[config.mk]
export PLATFORM = sky130hd
export DESIGN_NAME = imm_gen_pipe_flat
export DESIGN_NICKNAME = d
export VERILOG_FILES = /design/src/rtl/imm_gen_pipe_if.sv /design/src/rtl/imm_gen_pipe.sv /design/src/flat_wrapper.sv
export SDC_FILE = /design/constraint.sdc
export NUM_CORES = 1
export LEC_CHECK = 0
export ABC_AREA = 1
export ABC_CLOCK_PERIOD_IN_PS = 4100
export CORE_MARGIN = 1
export CORE_UTILIZATION = 49
export CTS_CLUSTER_SIZE = 25
export DETAILED_ROUTE_END_ITERATION = 10
export GPL_ROUTABILITY_DRIVEN = 0
export PLACE_DENSITY = 0.83
export SLEW_MARGIN = 20
export SYNTH_ARGS = -nofsm -noshare
export SYNTH_HDL_FRONTEND = slang
export SYNTH_SLANG_ARGS = --single-unit
[constraint.sdc]
create_clock -name clk -period 4.1 [get_ports clk]
set_clock_uncertainty 0.15 [all_clocks]
set_input_delay 1.025 -clock clk [delete_from_list [all_inputs] [get_ports clk]]
set_output_delay 1.025 -clock clk [all_outputs]
set_load 0.01 [all_outputs]
[src/rtl/imm_gen_pipe_if.sv]
`default_nettype none
// ============================================================================
// Module      : imm_gen_pipe_if
// Description : Upstream/downstream handshake bundle for imm_gen_pipe.
// Revision    : 1.0 - initial release
// ============================================================================
interface imm_gen_pipe_if #(
  parameter int XLEN  = 32,
  parameter int TAG_W = 5
);
  logic              flush;
  logic              in_valid;
  logic              in_ready;
  logic [31:0]       instr;
  logic [5:0]        ext_op;
  logic [TAG_W-1:0]  in_tag;
  logic              out_valid;
  logic              out_ready;
  logic [XLEN-1:0]   immout;
  logic [TAG_W-1:0]  out_tag;
  logic              out_err;

  modport master (
    output flush, in_valid, instr, ext_op, in_tag, out_ready,
    input  in_ready, out_valid, immout, out_tag, out_err
  );

  modport slave (
    input  flush, in_valid, instr, ext_op, in_tag, out_ready,
    output in_ready, out_valid, immout, out_tag, out_err
  );
endinterface
`default_nettype wire

[src/rtl/imm_gen_pipe.sv]
`default_nettype none
// ============================================================================
// Module      : imm_gen_pipe
// Description : RISC-V immediate extractor/extender feeding a 2-entry FIFO.
// Revision    : 1.0 - initial release
// ============================================================================
module imm_gen_pipe #(
  parameter int XLEN  = 32,
  parameter int TAG_W = 5
) (
  input  wire logic       clk,
  input  wire logic       rstn,
  imm_gen_pipe_if.slave   bus
);

  localparam logic [1:0] C_FULL = 2'd2;

  logic [XLEN-1:0]  w_imm;
  logic [XLEN-1:0]  w_imm_u;
  logic [XLEN-1:0]  w_shamt;
  logic             w_legal;
  logic             w_push;
  logic             w_pop;

  logic [1:0]       r_count;
  logic             r_wr_ptr;
  logic             r_rd_ptr;
  logic [XLEN-1:0]  r_imm [2];
  logic [TAG_W-1:0] r_tag [2];
  logic             r_err [2];

  // U-type and SHAMT are the only formats whose layout depends on XLEN
  generate
    if (XLEN == 64) begin : g_xlen64
      assign w_imm_u = {{(XLEN-32){bus.instr[31]}}, bus.instr[31:12], 12'b0};
      assign w_shamt = {{(XLEN-6){1'b0}}, bus.instr[25:20]};
    end else begin : g_xlen32
      assign w_imm_u = {bus.instr[31:12], 12'b0};
      assign w_shamt = {{(XLEN-5){1'b0}}, bus.instr[24:20]};
    end
  endgenerate

  assign w_legal = (bus.ext_op != 6'd0) && ((bus.ext_op & (bus.ext_op - 6'd1)) == 6'd0);

  always_comb begin
    w_imm = '0;
    case (bus.ext_op)
      6'b000001: w_imm = {{(XLEN-12){bus.instr[31]}}, bus.instr[31:20]};
      6'b000010: w_imm = {{(XLEN-12){bus.instr[31]}}, bus.instr[31:25], bus.instr[11:7]};
      6'b000100: w_imm = {{(XLEN-13){bus.instr[31]}}, bus.instr[31], bus.instr[7],
                          bus.instr[30:25], bus.instr[11:8], 1'b0};
      6'b001000: w_imm = w_imm_u;
      6'b010000: w_imm = {{(XLEN-21){bus.instr[31]}}, bus.instr[31], bus.instr[19:12],
                          bus.instr[20], bus.instr[30:21], 1'b0};
      6'b100000: w_imm = w_shamt;
      default:   w_imm = '0;
    endcase
  end

  // flush wins over a concurrent push, so the dropped instruction never lands
  assign w_push = bus.in_valid & bus.in_ready & ~bus.flush;
  assign w_pop  = bus.out_valid & bus.out_ready;

  always_ff @(posedge clk or negedge rstn) begin
    if (!rstn) begin
      r_count  <= 2'd0;
      r_wr_ptr <= 1'b0;
      r_rd_ptr <= 1'b0;
    end else if (bus.flush) begin
      r_count  <= 2'd0;
      r_wr_ptr <= 1'b0;
      r_rd_ptr <= 1'b0;
    end else begin
      if (w_push) r_wr_ptr <= ~r_wr_ptr;
      if (w_pop)  r_rd_ptr <= ~r_rd_ptr;
      case ({w_push, w_pop})
        2'b10:   r_count <= r_count + 2'd1;
        2'b01:   r_count <= r_count - 2'd1;
        default: r_count <= r_count;
      endcase
    end
  end

  // Payload needs no reset: the outputs are masked whenever the FIFO is empty
  always_ff @(posedge clk) begin
    if (w_push) begin
      r_imm[r_wr_ptr] <= w_imm;
      r_tag[r_wr_ptr] <= bus.in_tag;
      r_err[r_wr_ptr] <= ~w_legal;
    end
  end

  assign bus.in_ready  = (r_count != C_FULL);
  assign bus.out_valid = (r_count != 2'd0);
  assign bus.immout    = bus.out_valid ? r_imm[r_rd_ptr] : '0;
  assign bus.out_tag   = bus.out_valid ? r_tag[r_rd_ptr] : '0;
  assign bus.out_err   = bus.out_valid ? r_err[r_rd_ptr] : 1'b0;

endmodule
`default_nettype wire

[src/flat_wrapper.sv]
// flat-port wrapper written by rule: the top's interface ports become plain ports
module imm_gen_pipe_flat 
#(
  parameter int XLEN  = 32,
  parameter int TAG_W = 5
)
  (clk, rstn, bus_flush, bus_in_valid, bus_instr, bus_ext_op, bus_in_tag, bus_out_ready, bus_in_ready, bus_out_valid, bus_immout, bus_out_tag, bus_out_err);
  imm_gen_pipe_if #(.XLEN(XLEN), .TAG_W(TAG_W)) bus_i ();
  input  wire logic clk;
  input  wire logic rstn;
  input wire logic [$bits(bus_i.flush)-1:0] bus_flush;
  input wire logic [$bits(bus_i.in_valid)-1:0] bus_in_valid;
  input wire logic [$bits(bus_i.instr)-1:0] bus_instr;
  input wire logic [$bits(bus_i.ext_op)-1:0] bus_ext_op;
  input wire logic [$bits(bus_i.in_tag)-1:0] bus_in_tag;
  input wire logic [$bits(bus_i.out_ready)-1:0] bus_out_ready;
  output wire logic [$bits(bus_i.in_ready)-1:0] bus_in_ready;
  output wire logic [$bits(bus_i.out_valid)-1:0] bus_out_valid;
  output wire logic [$bits(bus_i.immout)-1:0] bus_immout;
  output wire logic [$bits(bus_i.out_tag)-1:0] bus_out_tag;
  output wire logic [$bits(bus_i.out_err)-1:0] bus_out_err;
  assign bus_i.flush = bus_flush;
  assign bus_i.in_valid = bus_in_valid;
  assign bus_i.instr = bus_instr;
  assign bus_i.ext_op = bus_ext_op;
  assign bus_i.in_tag = bus_in_tag;
  assign bus_i.out_ready = bus_out_ready;
  assign bus_in_ready = bus_i.in_ready;
  assign bus_out_valid = bus_i.out_valid;
  assign bus_immout = bus_i.immout;
  assign bus_out_tag = bus_i.out_tag;
  assign bus_out_err = bus_i.out_err;
  imm_gen_pipe #(.XLEN(XLEN), .TAG_W(TAG_W)) u_core (.clk(clk), .rstn(rstn), .bus(bus_i));
endmodule
# Yosys cells after proc, flatten, opt, wreduce, memory -nomap -nowiden
# Memories as Yosys holds them, arrays and structs flattened.
# Index checks and enable logic that the tools add are counted.
# op_classes
n_reduce_logical,7
muxes,12
eq_ne,9
addsub,3
n_bitwise,8
# ops
cell,n
$pmux 32 s6,1
$mux 32,1
$mux 1,7
$and 6x6->6,1
$eq 6x1->1 const B,1
$eq 6x2->1 const B,1
$eq 6x3->1 const B,1
$eq 6x4->1 const B,1
$eq 6x5->1 const B,1
$eq 6x6->1 const B,1
$logic_not 6->1,1
$reduce_bool 2->1,3
$reduce_bool 6->1,1
$sub 6x1->6 const B,1
$mux 5,1
$not 1->1,4
$pmux 2 s2,1
$and 1x1->1,3
$reduce_bool 3->1,1
$add 2x1->2 const B,1
$eq 2x1->1 const B,1
$eq 2x2->1 const B,1
$mux 2,1
$ne 2x2->1 const B,1
other kinds (2),2
# word_totals
n_memories,3
wordCells,45
reg_bits,4
output_inout_bits,40
inputBits,48
mem_bits_rw,76
# mem_list
memory,words,word_bits,rd,rd_clocked_by_memory_dff,wr,line_no,source
u_core.r_imm,2,32,1,0,1,imm_gen_pipe.sv:28,logic [XLEN-1:0] r_imm [2];
u_core.r_tag,2,5,1,0,1,imm_gen_pipe.sv:29,logic [TAG_W-1:0] r_tag [2];
u_core.r_err,2,1,1,0,1,imm_gen_pipe.sv:30,logic r_err [2];

# Logic depth before layout (Yosys ltp)
# depth
depth_word,6
ltp_mapped,8
depth_no_buf,8

# Worst setup path before layout
# No wires, ideal clock.
# synth_timing
path_kind,input to register
start,in bus_flush
end,mem u_core.r_err[0] (enable)
n_path_buf,0
setup_ns,0.433
arrival_ns,2.901
stages,3
required_ns,3.517
path_slack_ns,0.615
path_cell_list,inv_1 > nand3_1 > nor2_1
# synth_via
elab_chain_len,4
# synth_rtl
element,line_no,source
start: declaration,flat_wrapper.sv:11,input wire logic [$bits(bus_i.flush)-1:0] bus_flush;
$not 1->1,imm_gen_pipe.sv:61,assign w_push = bus.in_valid & bus.in_ready & ~bus.flush;
$and 1x1->1,imm_gen_pipe.sv:61,
$mux 1,imm_gen_pipe.sv:86,if (w_push) begin
$mux 1 (implied by the code),imm_gen_pipe.sv:89,r_err[r_wr_ptr] <= ~w_legal;
end: declaration,imm_gen_pipe.sv:30,
# No other way between the ends.

# Final worst setup path
# layout_timing
start,reg u_core.r_rd_ptr
end,out bus_immout[15]
# layout_via
elab_chain_len,2
# layout_rtl
element,line_no,source
start: declaration,imm_gen_pipe.sv:27,logic r_rd_ptr;
start signal: assignment,imm_gen_pipe.sv:75,if (w_pop) r_rd_ptr <= ~r_rd_ptr;
$mem_v2 2x32,n/a,
$mux 32,imm_gen_pipe.sv:95,assign bus.immout = bus.out_valid ? r_imm[r_rd_ptr] : '0;
end: declaration,flat_wrapper.sv:19,output wire logic [$bits(bus_i.immout)-1:0] bus_immout;
# No other way between the ends.

==> results by group <==
Clock network
  – Deepest level of the CTS H-tree: 3
  – Clock tree from TritonCTS: built
  – Post-CTS Hold Buffers: 0
  – Maximum number of buffers from clock root to sink: 2
  – Master cell of the clock root buffer: clkbuf_8
  – # resized after CTS: 0
  – Number of buffers inserted during clock tree synthesis: 9
  – Worst-path clk slew: 0.08 ns
  – Clk sink count: 80
  – Clk Latency, worst-skew pair: 0.34 ns
  – Number of setup buffers added after CTS: 0

Pwr
  – Total power after layout: 2580 uW
  – Leakage power total: 0.00185 uW
  – P per Cell Area: 549 mW/mm^2
  – Peak supply drop: 321 uV

Global routing
  – Number of antenna violations at the first check in global routing: 0
  – Largest net degree at the start of global routing: 40
  – First-pass GRT wire length: 12600 microns
  – Total track usage: 0.225
  – Number of global-route vias before repair: 2734
  – Final global-route overflow total: 0

Critical path
  – FF-to-FF setup slack: 1.96 ns
  – Worst path bufs/invs: 3
  – Startpoint of the most critical setup path: u_core.r_rd_ptr
  – CP startpoint kind: register
  – Critical Path Slowest Stage Cell: clkdlybuf4s50_1
  – Destination of the worst register-to-register timing path: u_core.r_imm[0][3]
  – Required time of the critical path: 2.92 ns
  – CP max FO: 15
  – Path type of the worst setup path: register to output port
  – Depth of the worst register-to-register path: 5
  – Depth of the critical timing path with buffers and inverters included: 5
  – Crit path arrival time: 2.25 ns
  – Kind of cell adding the most delay to the critical path: buffers and inverters
  – Reg-to-reg startpoint: u_core.r_count[0]
  – Crit path capture: bus_immout[15]
  – Chain of cells forming the critical path: inv_1 -> buf_4 -> nand2_1 -> a21oi_1 -> clkdlybuf4s50_1
  – Critical path endpoint category: output port
  – Critical Path Max Stage Delay: 0.59 ns

Timing
  – Unrepaired setup endpoints after global routing: false
  – Total negative slack for setup checks: 0 ns
  – Tcrit/Tclk final: 0.835
  – Number of pins exceeding their max-slew limit in the final report: 0
  – Headroom to the max-slew limit: 0.602
  – Number of failing setup endpoints in the final timing report: 0
  – Final Worst Setup Slack: 0.676 ns
  – Maximum achievable frequency: 292 MHz
  – Shortest period the worst path allows: 3.42 ns
  – Hold Vio Cnt, Final: 0
  – Slew @ Worst Pin: 0.595 ns

Synth
  – Largest cells by area after synthesis: edfxtp_1 64%, nand2_1 15%, a21oi_1 5.8%
  – Distinct cells, synth: 21
  – Syn Nets: 393
  – Count of yosys warnings during synthesis: 0
  – Mean instance size in the synthesized netlist: 10.3 sq um
  – Sequential fraction of the synthesis area: 0.668
  – Share of the synthesized area in the top cell type: 0.640
  – Area of the mapped netlist: 0.00357 sq mm
  – Number of synthesized register bits: 80
  – Number of instances in the synthesized netlist: 345
  – Cell type with the highest aggregate area in the netlist: edfxtp_1

Detailed routing
  – Total vias in the final route: 2782
  – Number of nets with antenna violations after detailed routing: 0
  – Detailed Route Iter0 Violations: 207
  – Number of design rule violations left after detail routing: 0
  – Per-cell via count in the routed design: 5.28
  – Detail-routed net length per standard cell: 15.2 microns
  – Total routed wirelength: 8030 microns
  – First-pass iteration count of the detailed router: 4

Floorplanning
  – Effective utilization at floorplan: 0.517
  – Total core area: 0.00691 sq mm
  – Die Area: 0.00763 sq mm
  – Height of the die: 87.3 microns
  – Horiz. Die Dim: 87.3 microns
  – I/O pin total: 88
  – Count of standard-cell rows: 30

Hold path
  – Class of the worst hold path: register to register

Finish
  – Cell Count, Final, Fillers Out: 527
  – Antenna diode count: 0
  – Final Instance Area: 0.00471 sq mm
  – Signed area change from the synthesized netlist to the final layout: 31.9%
  – Layout net count: 475
  – Share of post-route cells with drive strength above 1: 0.0766

Place
  – Placed Cells incl. Taps: 512
  – Final HPWL DP: 5520 microns
  – Worst setup slack after placement: 0.954 ns
  – Count of port buffers added during placement: 80
  – Area post-placement: 0.00450 sq mm

Flow run
  – Max Cap Viol: 0

Run status
  – Result of the run: finished clean
[worst min-delay path by stage]
stage	cells past startpoint	startpoint	end	slack, ns
floorplan	1	u_core.r_wr_ptr	u_core.r_wr_ptr	0.33
finish	1	u_core.r_wr_ptr	u_core.r_wr_ptr	0.44
CTS	1	u_core.r_wr_ptr	u_core.r_wr_ptr	0.45
global route	1	u_core.r_wr_ptr	u_core.r_wr_ptr	0.46
global placement	1	u_core.r_wr_ptr	u_core.r_wr_ptr	0.41
detailed placement	1	u_core.r_wr_ptr	u_core.r_wr_ptr	0.43
[cell usage after synthesis (all sizes together)]
master and instances:
a21oi 42, o21ai 1, o21a 6, nand2 144, buf 9, edfxtp 76, nand3b 1, o22ai 1
nor3 1, nand3 18, dfrtp 4, clkbuf 6, nor2 15, inv 16, nand4 5
[per-stage QoR]
step	util	hold slack (ns)
2_1_floorplan	-	0.333
3_3_place_gp	0.651	0.413
3_5_place_dp	0.651	0.432
4_1_cts	0.681	0.445
5_1_grt	0.681	0.464
6_report	0.681	0.444
[final cells by class]
type,instances,area [sq um]
multi-input cells,234,1060
well taps,96,120
clock inverters,6,85.1
clock buffers,9,124
inverters,16,60.1
fillers,539,2200
repair buffers,86,871
flip-flops and latches,80,2380
[per-layer routing]
| layer | share of wire | vias up | GRT usage | wire (microns) |
|---|---|---|---|---|
| met5 | 0 | - | 0 | 0 |
| met4 | 0.020 | 0 | 0.0999 | 158 |
| li1 | - | 1335 | - | - |
| met3 | 0.058 | 16 | 0.0436 | 467 |
| met2 | 0.53 | 100 | 0.407 | 4230 |
| met1 | 0.40 | 1331 | 0.256 | 3180 |
[power breakdown]
group	leakage, uW	internal (uW)	switching (uW)	total (uW)
Combinational	0.000988	440	526	966
Sequential	0.000762	975	30.1	1010
Clock	0.000103	337	274	611
[cell usage in the layout, fill, tap and decap left out, types with 2 or more instances in the layout]
| master | netlist | layout |
|---|---|---|
| clkdlybuf4s50_1 | 0 | 80 |
| nand2_2 | 3 | 3 |
| edfxtp_1 | 76 | 76 |
| a21oi_1 | 41 | 41 |
| buf_12 | 0 | 2 |
| clkbuf_8 | 0 | 9 |
| dfrtp_1 | 4 | 4 |
| bufinv_16 | 0 | 2 |
| buf_4 | 0 | 4 |
| nor2_4 | 2 | 4 |
| o21a_1 | 6 | 6 |
| nand2_4 | 2 | 2 |
| nor2_1 | 13 | 10 |
| nand3_1 | 18 | 18 |
| nand2_1 | 139 | 139 |
| inv_1 | 14 | 14 |
| inv_2 | 2 | 2 |
| nand4_1 | 5 | 5 |
[kinds of logic (layout without fill, tap and decap cells)]
logic type             count (synthesis)  after routing  share of synthesized area
DFF                                   80             80                      0.668
and+or+nand+nor                      184            184                      0.215
buffers and inverters                 31            117                     0.0393
AOI/OAI and AO/OA                     50             50                     0.0778
[registers in the layout (all words and copies together), names as in the netlist]
signal           count
u_core.r_err         2
u_core.r_wr_ptr      1
u_core.r_imm        64
u_core.r_count       2
u_core.r_tag        10
u_core.r_rd_ptr      1
(Power assumes the default switching activity.)
